`config.mk`:
```
export PLATFORM = sky130hd
export DESIGN_NAME = polar_clip_mul_stream_ctrl_flat
export DESIGN_NICKNAME = d
export VERILOG_FILES = /design/src/rtl/polar_clip_mul_stream_ctrl_if.sv /design/src/rtl/polar_clip_mul_stream_ctrl.sv /design/src/flat_wrapper.sv
export SDC_FILE = /design/constraint.sdc
export NUM_CORES = 1
export LEC_CHECK = 0
export ABC_CLOCK_PERIOD_IN_PS = 3610
export CAP_MARGIN = 0
export CORE_UTILIZATION = 40
export DETAILED_ROUTE_END_ITERATION = 16
export GPL_TIMING_DRIVEN = 0
export PLACE_DENSITY_LB_ADDON = 0.12
export SLEW_MARGIN = 15
export SYNTH_ARGS = -nofsm -noshare
export SYNTH_HDL_FRONTEND = slang
export SYNTH_SLANG_ARGS = --single-unit
```
`constraint.sdc`:
```
create_clock -name ap_clk -period 3.61 [get_ports ap_clk]
set_input_delay 0.5415 -clock ap_clk [delete_from_list [all_inputs] [get_ports ap_clk]]
set_output_delay 0.5415 -clock ap_clk [all_outputs]
set_load 0.02 [all_outputs]
```
`src/rtl/polar_clip_mul_stream_ctrl_if.sv`:
```
// AXI-Stream style bundle (data, valid, last, ready) shared by the input and output
// sides of the multiplier stream controller.
interface polar_clip_mul_stream_ctrl_if #(
  parameter int W = 16
) ();
  logic [W-1:0] tdata;
  logic         tvalid;
  logic         tlast;
  logic         tready;

  modport master (output tdata, output tvalid, output tlast, input tready);
  modport slave  (input tdata, input tvalid, input tlast, output tready);
endinterface

```
`src/rtl/polar_clip_mul_stream_ctrl.sv`:
```
// Stream wrapper around an external pipelined 16x16 signed multiplier: credit-based
// admission, valid/last tracking alongside the pipeline and a FWFT result FIFO.
module polar_clip_mul_stream_ctrl #(
  parameter int MUL_LATENCY = 4,
  parameter int FIFO_DEPTH  = 8,
  parameter int DATA_W      = 16
) (
  input  logic                ap_clk,
  input  logic                ap_rst_n,
  polar_clip_mul_stream_ctrl_if.slave  s_axis,
  polar_clip_mul_stream_ctrl_if.master m_axis,
  output logic                mul_ce,
  output logic [DATA_W-1:0]   mul_din0,
  output logic [DATA_W-1:0]   mul_din1,
  input  logic [DATA_W-1:0]   mul_dout
);

  localparam int PTR_W = $clog2(FIFO_DEPTH);
  localparam int AW    = PTR_W + 1;
  localparam int OCC_W = $clog2(FIFO_DEPTH + 1);

  logic                   mul_ce_q, mul_ce_d;
  logic [DATA_W-1:0]      din0_q, din0_d;
  logic [DATA_W-1:0]      din1_q, din1_d;
  logic [MUL_LATENCY-1:0] vld_q, vld_d;
  logic [MUL_LATENCY-1:0] last_q, last_d;
  logic [OCC_W-1:0]       occ_q, occ_d;
  logic [AW-1:0]          wr_ptr_q, wr_ptr_d;
  logic [AW-1:0]          rd_ptr_q, rd_ptr_d;

  logic [DATA_W:0]        fifo_mem [FIFO_DEPTH];
  logic [DATA_W:0]        fifo_head;
  logic                   fifo_empty;
  logic                   fifo_full;
  logic                   wr_en;
  logic                   rd_en;
  logic                   in_hs;
  logic                   s_tready;

  // Occupancy counts in-flight products plus buffered results, so a free credit
  // always implies a free FIFO slot by the time the product emerges.
  assign s_tready      = (occ_q < OCC_W'(FIFO_DEPTH)) && mul_ce_q;
  assign s_axis.tready = s_tready;
  assign in_hs         = s_axis.tvalid && s_tready;

  assign fifo_empty = (wr_ptr_q == rd_ptr_q);
  assign fifo_full  = (wr_ptr_q[PTR_W] != rd_ptr_q[PTR_W]) &&
                      (wr_ptr_q[PTR_W-1:0] == rd_ptr_q[PTR_W-1:0]);
  assign wr_en      = vld_q[MUL_LATENCY-1] && !fifo_full;
  assign rd_en      = !fifo_empty && m_axis.tready;
  assign fifo_head  = fifo_mem[rd_ptr_q[PTR_W-1:0]];

  assign m_axis.tvalid = !fifo_empty;
  assign m_axis.tdata  = fifo_empty ? '0 : fifo_head[DATA_W-1:0];
  assign m_axis.tlast  = !fifo_empty && fifo_head[DATA_W];

  assign mul_ce   = mul_ce_q;
  assign mul_din0 = din0_q;
  assign mul_din1 = din1_q;

  always_comb begin
    mul_ce_d = 1'b1;
    din0_d   = din0_q;
    din1_d   = din1_q;
    if (in_hs) begin
      din0_d = s_axis.tdata[DATA_W-1:0];
      din1_d = s_axis.tdata[2*DATA_W-1:DATA_W];
    end
  end

  always_comb begin
    vld_d     = '0;
    last_d    = '0;
    vld_d[0]  = in_hs;
    last_d[0] = in_hs && s_axis.tlast;
    for (int i = 1; i < MUL_LATENCY; i++) begin
      vld_d[i]  = vld_q[i-1];
      last_d[i] = last_q[i-1];
    end
  end

  always_comb begin
    occ_d    = occ_q;
    wr_ptr_d = wr_ptr_q;
    rd_ptr_d = rd_ptr_q;
    case ({in_hs, rd_en})
      2'b10:   occ_d = occ_q + OCC_W'(1);
      2'b01:   occ_d = occ_q - OCC_W'(1);
      default: occ_d = occ_q;
    endcase
    if (wr_en) wr_ptr_d = wr_ptr_q + AW'(1);
    if (rd_en) rd_ptr_d = rd_ptr_q + AW'(1);
  end

  always_ff @(posedge ap_clk or negedge ap_rst_n) begin
    if (!ap_rst_n) begin
      mul_ce_q <= 1'b0;
      din0_q   <= '0;
      din1_q   <= '0;
      vld_q    <= '0;
      last_q   <= '0;
      occ_q    <= '0;
      wr_ptr_q <= '0;
      rd_ptr_q <= '0;
    end else begin
      mul_ce_q <= mul_ce_d;
      din0_q   <= din0_d;
      din1_q   <= din1_d;
      vld_q    <= vld_d;
      last_q   <= last_d;
      occ_q    <= occ_d;
      wr_ptr_q <= wr_ptr_d;
      rd_ptr_q <= rd_ptr_d;
    end
  end

  // Storage is not reset; the pointers alone define what is valid.
  always_ff @(posedge ap_clk) begin
    if (wr_en) fifo_mem[wr_ptr_q[PTR_W-1:0]] <= {last_q[MUL_LATENCY-1], mul_dout};
  end

endmodule

```
`src/flat_wrapper.sv`:
```
// flat-port wrapper written by rule: the top's interface ports become plain ports
module polar_clip_mul_stream_ctrl_flat 
#(
  parameter int MUL_LATENCY = 4,
  parameter int FIFO_DEPTH  = 8,
  parameter int DATA_W      = 16
)
  (ap_clk, ap_rst_n, mul_ce, mul_din0, mul_din1, mul_dout, s_axis_tdata, s_axis_tvalid, s_axis_tlast, s_axis_tready, m_axis_tdata, m_axis_tvalid, m_axis_tlast, m_axis_tready);
  polar_clip_mul_stream_ctrl_if #(.W(2*(16))) s_axis_i ();
  polar_clip_mul_stream_ctrl_if #(.W((16))) m_axis_i ();
  input  logic ap_clk;
  input  logic ap_rst_n;
  output logic mul_ce;
  output logic [DATA_W-1:0] mul_din0;
  output logic [DATA_W-1:0] mul_din1;
  input  logic [DATA_W-1:0] mul_dout;
  input wire logic [$bits(s_axis_i.tdata)-1:0] s_axis_tdata;
  input wire logic [$bits(s_axis_i.tvalid)-1:0] s_axis_tvalid;
  input wire logic [$bits(s_axis_i.tlast)-1:0] s_axis_tlast;
  output wire logic [$bits(s_axis_i.tready)-1:0] s_axis_tready;
  output wire logic [$bits(m_axis_i.tdata)-1:0] m_axis_tdata;
  output wire logic [$bits(m_axis_i.tvalid)-1:0] m_axis_tvalid;
  output wire logic [$bits(m_axis_i.tlast)-1:0] m_axis_tlast;
  input wire logic [$bits(m_axis_i.tready)-1:0] m_axis_tready;
  assign s_axis_i.tdata = s_axis_tdata;
  assign s_axis_i.tvalid = s_axis_tvalid;
  assign s_axis_i.tlast = s_axis_tlast;
  assign s_axis_tready = s_axis_i.tready;
  assign m_axis_tdata = m_axis_i.tdata;
  assign m_axis_tvalid = m_axis_i.tvalid;
  assign m_axis_tlast = m_axis_i.tlast;
  assign m_axis_i.tready = m_axis_tready;
  polar_clip_mul_stream_ctrl #(.MUL_LATENCY(MUL_LATENCY), .FIFO_DEPTH(FIFO_DEPTH), .DATA_W(DATA_W)) u_core (.ap_clk(ap_clk), .ap_rst_n(ap_rst_n), .s_axis(s_axis_i), .m_axis(m_axis_i), .mul_ce(mul_ce), .mul_din0(mul_din0), .mul_din1(mul_din1), .mul_dout(mul_dout));
endmodule
```
==> Flow_metrics.wiki <==
{| class="wikitable"
! Metric !! Value
|-
| Outcome || finished, violations left
|-
| Violations in the final reports || DRC
|-
| Synth Warn # || 0
|-
| TNS Setup || 0 ns
|-
| Clock net sink count || 189
|-
| Setup repair after global routing missed its margin || false
|-
| Drt drc || 5
|-
| Final HPWL DP || 9.76 mm
|-
| Power per cell area || 838 mW/mm²
|-
| Max-capacitance violation count || 0
|-
| Cts-stage hold buffer count || 0
|-
| Number of top-level design ports || 105
|-
| Endpoint required time on the critical path || 3.07 ns
|-
| Library cell with the highest instance count after synthesis || sky130_fd_sc_hd__edfxtp_1
|-
| Vias in the first global route || 4042
|-
| Placed standard-cell area || 0.00888 mm²
|-
| CP max FO || 10
|-
| Fraction of layout instances using a drive strength above 1 || 27.4%
|-
| Post-detailed-route count of antenna-violating nets || 0
|-
| Wirelength per Cell || 19.5 µm
|-
| Number of failing hold endpoints at the final stage || 0
|-
| Number of enable flip-flop cells after synthesis || 136
|-
| Maximum number of pins on one net before global-route repair || 54
|-
| Largest stage delay on the critical path || 0.62 ns
|-
| Proportion of synthesized chip area in sequential cells || 73.0%
|-
| Chip Height || 138 µm
|-
| Least-Margin Pin Slew || 0.783 ns
|-
| Leading area contributor after synthesis || sky130_fd_sc_hd__edfxtp_1
|-
| Fmax || 295 MHz
|-
| Total setup violations reported at the end of the flow || 0
|-
| Total track usage || 16.5%
|-
| Later-pin clock latency in the skew report || 0.43 ns
|-
| Area of all sequential standard cells || 0.00541 mm²
|-
| Clock period minus worst slack || 3.39 ns
|-
| Total of flip-flops plus latches after synthesis || 189
|-
| Clk_skew || 0.0114 ns
|-
| Final layout net count || 563
|-
| TritonCTS Buffers || 17
|-
| Worst slew margin || 47.8%
|-
| Startpoint Class || register
|-
| Area occupied by multi-input gates || 0.00191 mm²
|-
| Hold Crit Class || in2async
|-
| Total inserted antenna cells || 0
|-
| Wirelength, routed || 14.6 mm
|-
| Cell area after layout || 0.00944 mm²
|-
| Synthesized instance count || 372
|-
| Placeable Area || 0.0181 mm²
|-
| Quantity of I/O buffers inserted on ports || 104
|-
| Post-synthesis area per instance || 19.9 µm²
|-
| Clock tree from TritonCTS || yes
|-
| Max H-tree Level || 4
|-
| Max-slew violation count || 0
|-
| Gp weighted congestion || 0.685
|-
| CP endpoint kind || primary output
|-
| Crit path cell chain || buf_4, buf_1, mux4_2, mux2i_1, nor2_1, clkdlybuf4s50_1
|-
| Starting DRT DRC Count || 226
|-
| Average vias per placed instance || 5.06
|-
| Synth-to-Final Area Change || 27.3%
|-
| Placement Rows || 49
|-
| Data arrival time of the critical path || 2.84 ns
|-
| CP max stage cell || sky130_fd_sc_hd__buf_1
|-
| Ranking of synthesized cells by instance count || sky130_fd_sc_hd__edfxtp_1, sky130_fd_sc_hd__dfrtp_1, sky130_fd_sc_hd__mux2_2, sky130_fd_sc_hd__mux4_2, sky130_fd_sc_hd__nor2_1
|-
| Filler cells || 1470
|-
| Synthesized Nets || 430
|-
| Worst ir drop on vdd || 438 µV
|-
| Clk buf depth || 2
|-
| Prevailing post-synth register cell || sky130_fd_sc_hd__edfxtp_1
|-
| Die area || 0.0191 mm²
|-
| Initial Util || 41.0%
|-
| Detailed Routing Iterations Pass 1 || 12
|-
| Clock edge transition at the registers on the reported setup and hold paths || 0.07 ns
|-
| Antenna violations before repair || 0
|-
| Asr flop ratio synth || 28.0%
|-
| Die W || 138 µm
|-
| Cell chosen for the clock root || sky130_fd_sc_hd__clkbuf_16
|-
| Share of the synthesized area in the top cell type || 55.1%
|-
| Share of the clock period used by the worst path || 93.8%
|-
| Number of distinct library cells after synthesis || 36
|-
| First-pass GRT wire length || 23.0 mm
|-
| Non-filler cells, final || 747
|-
| Static power due to leakage || 0.00340 µW
|-
| WS Path Type || reg2out
|-
| Gr ovfl total || 0
|-
| Biggest area contributors in the synthesized netlist || sky130_fd_sc_hd__edfxtp_1, sky130_fd_sc_hd__dfrtp_1, sky130_fd_sc_hd__mux4_2
|-
| Total setup buffers inserted after CTS || 0
|-
| Routed via count || 3783
|-
| Cell total after placement || 715
|-
| Netlist area before placement || 0.00741 mm²
|}
-- final timing paths --
path	start	endpoint	slack [ns]	depth (start not counted)
setup / recovery	u_core.rd_ptr_q[1]	m_axis_tlast	0.22	6
hold / removal	ap_rst_n	u_core.mul_din1[14]	0.15	1
setup reg to reg	u_core.rd_ptr_q[1]	u_core.occ_q[2]	0.99	13
hold reg to reg	u_core.vld_q[0]	u_core.vld_q[1]	0.35	0
max in group asynchronous	ap_rst_n	u_core.occ_q[2]	2.99	1
min in group ap_clk	u_core.vld_q[0]	u_core.vld_q[1]	0.35	0
-- metal layers --
layer  track usage [%]  share of wire, %  up-vias
li1                  -                 -     1709
met1              21.0                44     1934
met2              26.3                49      114
met3              5.16               5.7       26
met4              6.62               1.8        0
met5                 0                 0        -
-- sequential cells by signal, summed over array words and instances, names as in the netlist --
signal,cells
u_core.mul_din0,16
u_core.rd_ptr_q,4
u_core.wr_ptr_q,4
u_core.fifo_mem,136
u_core.last_q,4
u_core.occ_q,4
u_core.mul_din1,16
u_core.mul_ce,1
u_core.vld_q,4
-- layout make-up --
| class | count | area share, % |
|---|---|---|
| tap | 229 | 3.04 |
| timing repair buffer | 114 | 12.3 |
| clock buffer | 23 | 5.25 |
| clock inverter | 9 | 0.610 |
| buffer | 16 | 1.13 |
| sequential | 189 | 57.3 |
| multi-input combinational | 164 | 20.2 |
| inverter | 3 | 0.146 |
-- through the flow --
stage | total power, µW | setup slack [ns] | hold slack [ns] | util, %
5_1_grt | 8310 | 0.0517 | 0.209 | 52.2
6_report | 7910 | 0.224 | 0.154 | 52.2
3_5_place_dp | 6260 | 0.575 | 0.335 | 49.1
3_3_place_gp | 6160 | -0.412 | 0.335 | 48.3
2_1_floorplan | 4940 | 1.01 | 0.246 | -
4_1_cts | 8020 | 0.112 | 0.172 | 52.2
-- critical path, delay by kind of cell (launching register included) --
kind / cells / cell delay, ns
buffers and inverters: 3 / 1.39
muxes: 2 / 0.61
DFF: 1 / 0.35
and+or+nand+nor: 1 / 0.07
-- report_power, final --
| part | switching [µW] | leakage (µW) | internal (µW) |
|---|---|---|---|
| registers | 189 | 0.00186 | 2700 |
| logic | 1640 | 0.00125 | 1640 |
| clock network | 769 | 0.000286 | 970 |
| total | 2600 | 0.00340 | 5310 |
-- cells in the final DEF, fill, tap and decap left out, types with 2 or more instances in the layout --
master and count:
sky130_fd_sc_hd__clkbuf_2 3, sky130_fd_sc_hd__xnor2_4 2, sky130_fd_sc_hd__buf_4 8, sky130_fd_sc_hd__nor2_1 20
sky130_fd_sc_hd__o311ai_0 2, sky130_fd_sc_hd__nand3_1 3, sky130_fd_sc_hd__mux4_2 34, sky130_fd_sc_hd__nand4_1 3
sky130_fd_sc_hd__mux2i_1 17, sky130_fd_sc_hd__nand2b_1 2, sky130_fd_sc_hd__dfrtp_1 53, sky130_fd_sc_hd__a21oi_1 2
sky130_fd_sc_hd__mux2_2 34, sky130_fd_sc_hd__clkbuf_16 18, sky130_fd_sc_hd__buf_2 6, sky130_fd_sc_hd__nor3_2 2
sky130_fd_sc_hd__ha_1 5, sky130_fd_sc_hd__inv_1 2, sky130_fd_sc_hd__xnor2_1 4, sky130_fd_sc_hd__buf_8 5
sky130_fd_sc_hd__clkinv_2 5, sky130_fd_sc_hd__edfxtp_1 136, sky130_fd_sc_hd__clkbuf_8 2, sky130_fd_sc_hd__buf_6 5
sky130_fd_sc_hd__clkinv_4 2, sky130_fd_sc_hd__clkdlybuf4s50_1 103, sky130_fd_sc_hd__buf_1 2, sky130_fd_sc_hd__xor2_1 5
sky130_fd_sc_hd__nand2_1 7, sky130_fd_sc_hd__nor2b_1 4, sky130_fd_sc_hd__inv_4 2, sky130_fd_sc_hd__nor2_2 5
-- kinds of logic after synthesis --
| kind of cell | after synthesis | share of synthesized area, % |
|---|---|---|
| simple gates | 53 | 3.70 |
| flops | 189 | 73.0 |
| other cells | 1 | 0.0506 |
| fa+ha+maj | 5 | 0.844 |
| mux | 86 | 18.0 |
| xor+xnor | 13 | 2.25 |
| compound gates | 6 | 0.574 |
| buf+inv | 19 | 1.60 |
-- timing repair --
| item | in CTS | in global routing |
|---|---|---|
| endpoints found under the setup margin | 0 | 2 |
| gates resized for setup | 0 | 2 |
| hold endpoints to repair | 0 | 0 |
(Power assumes the default switching activity.)
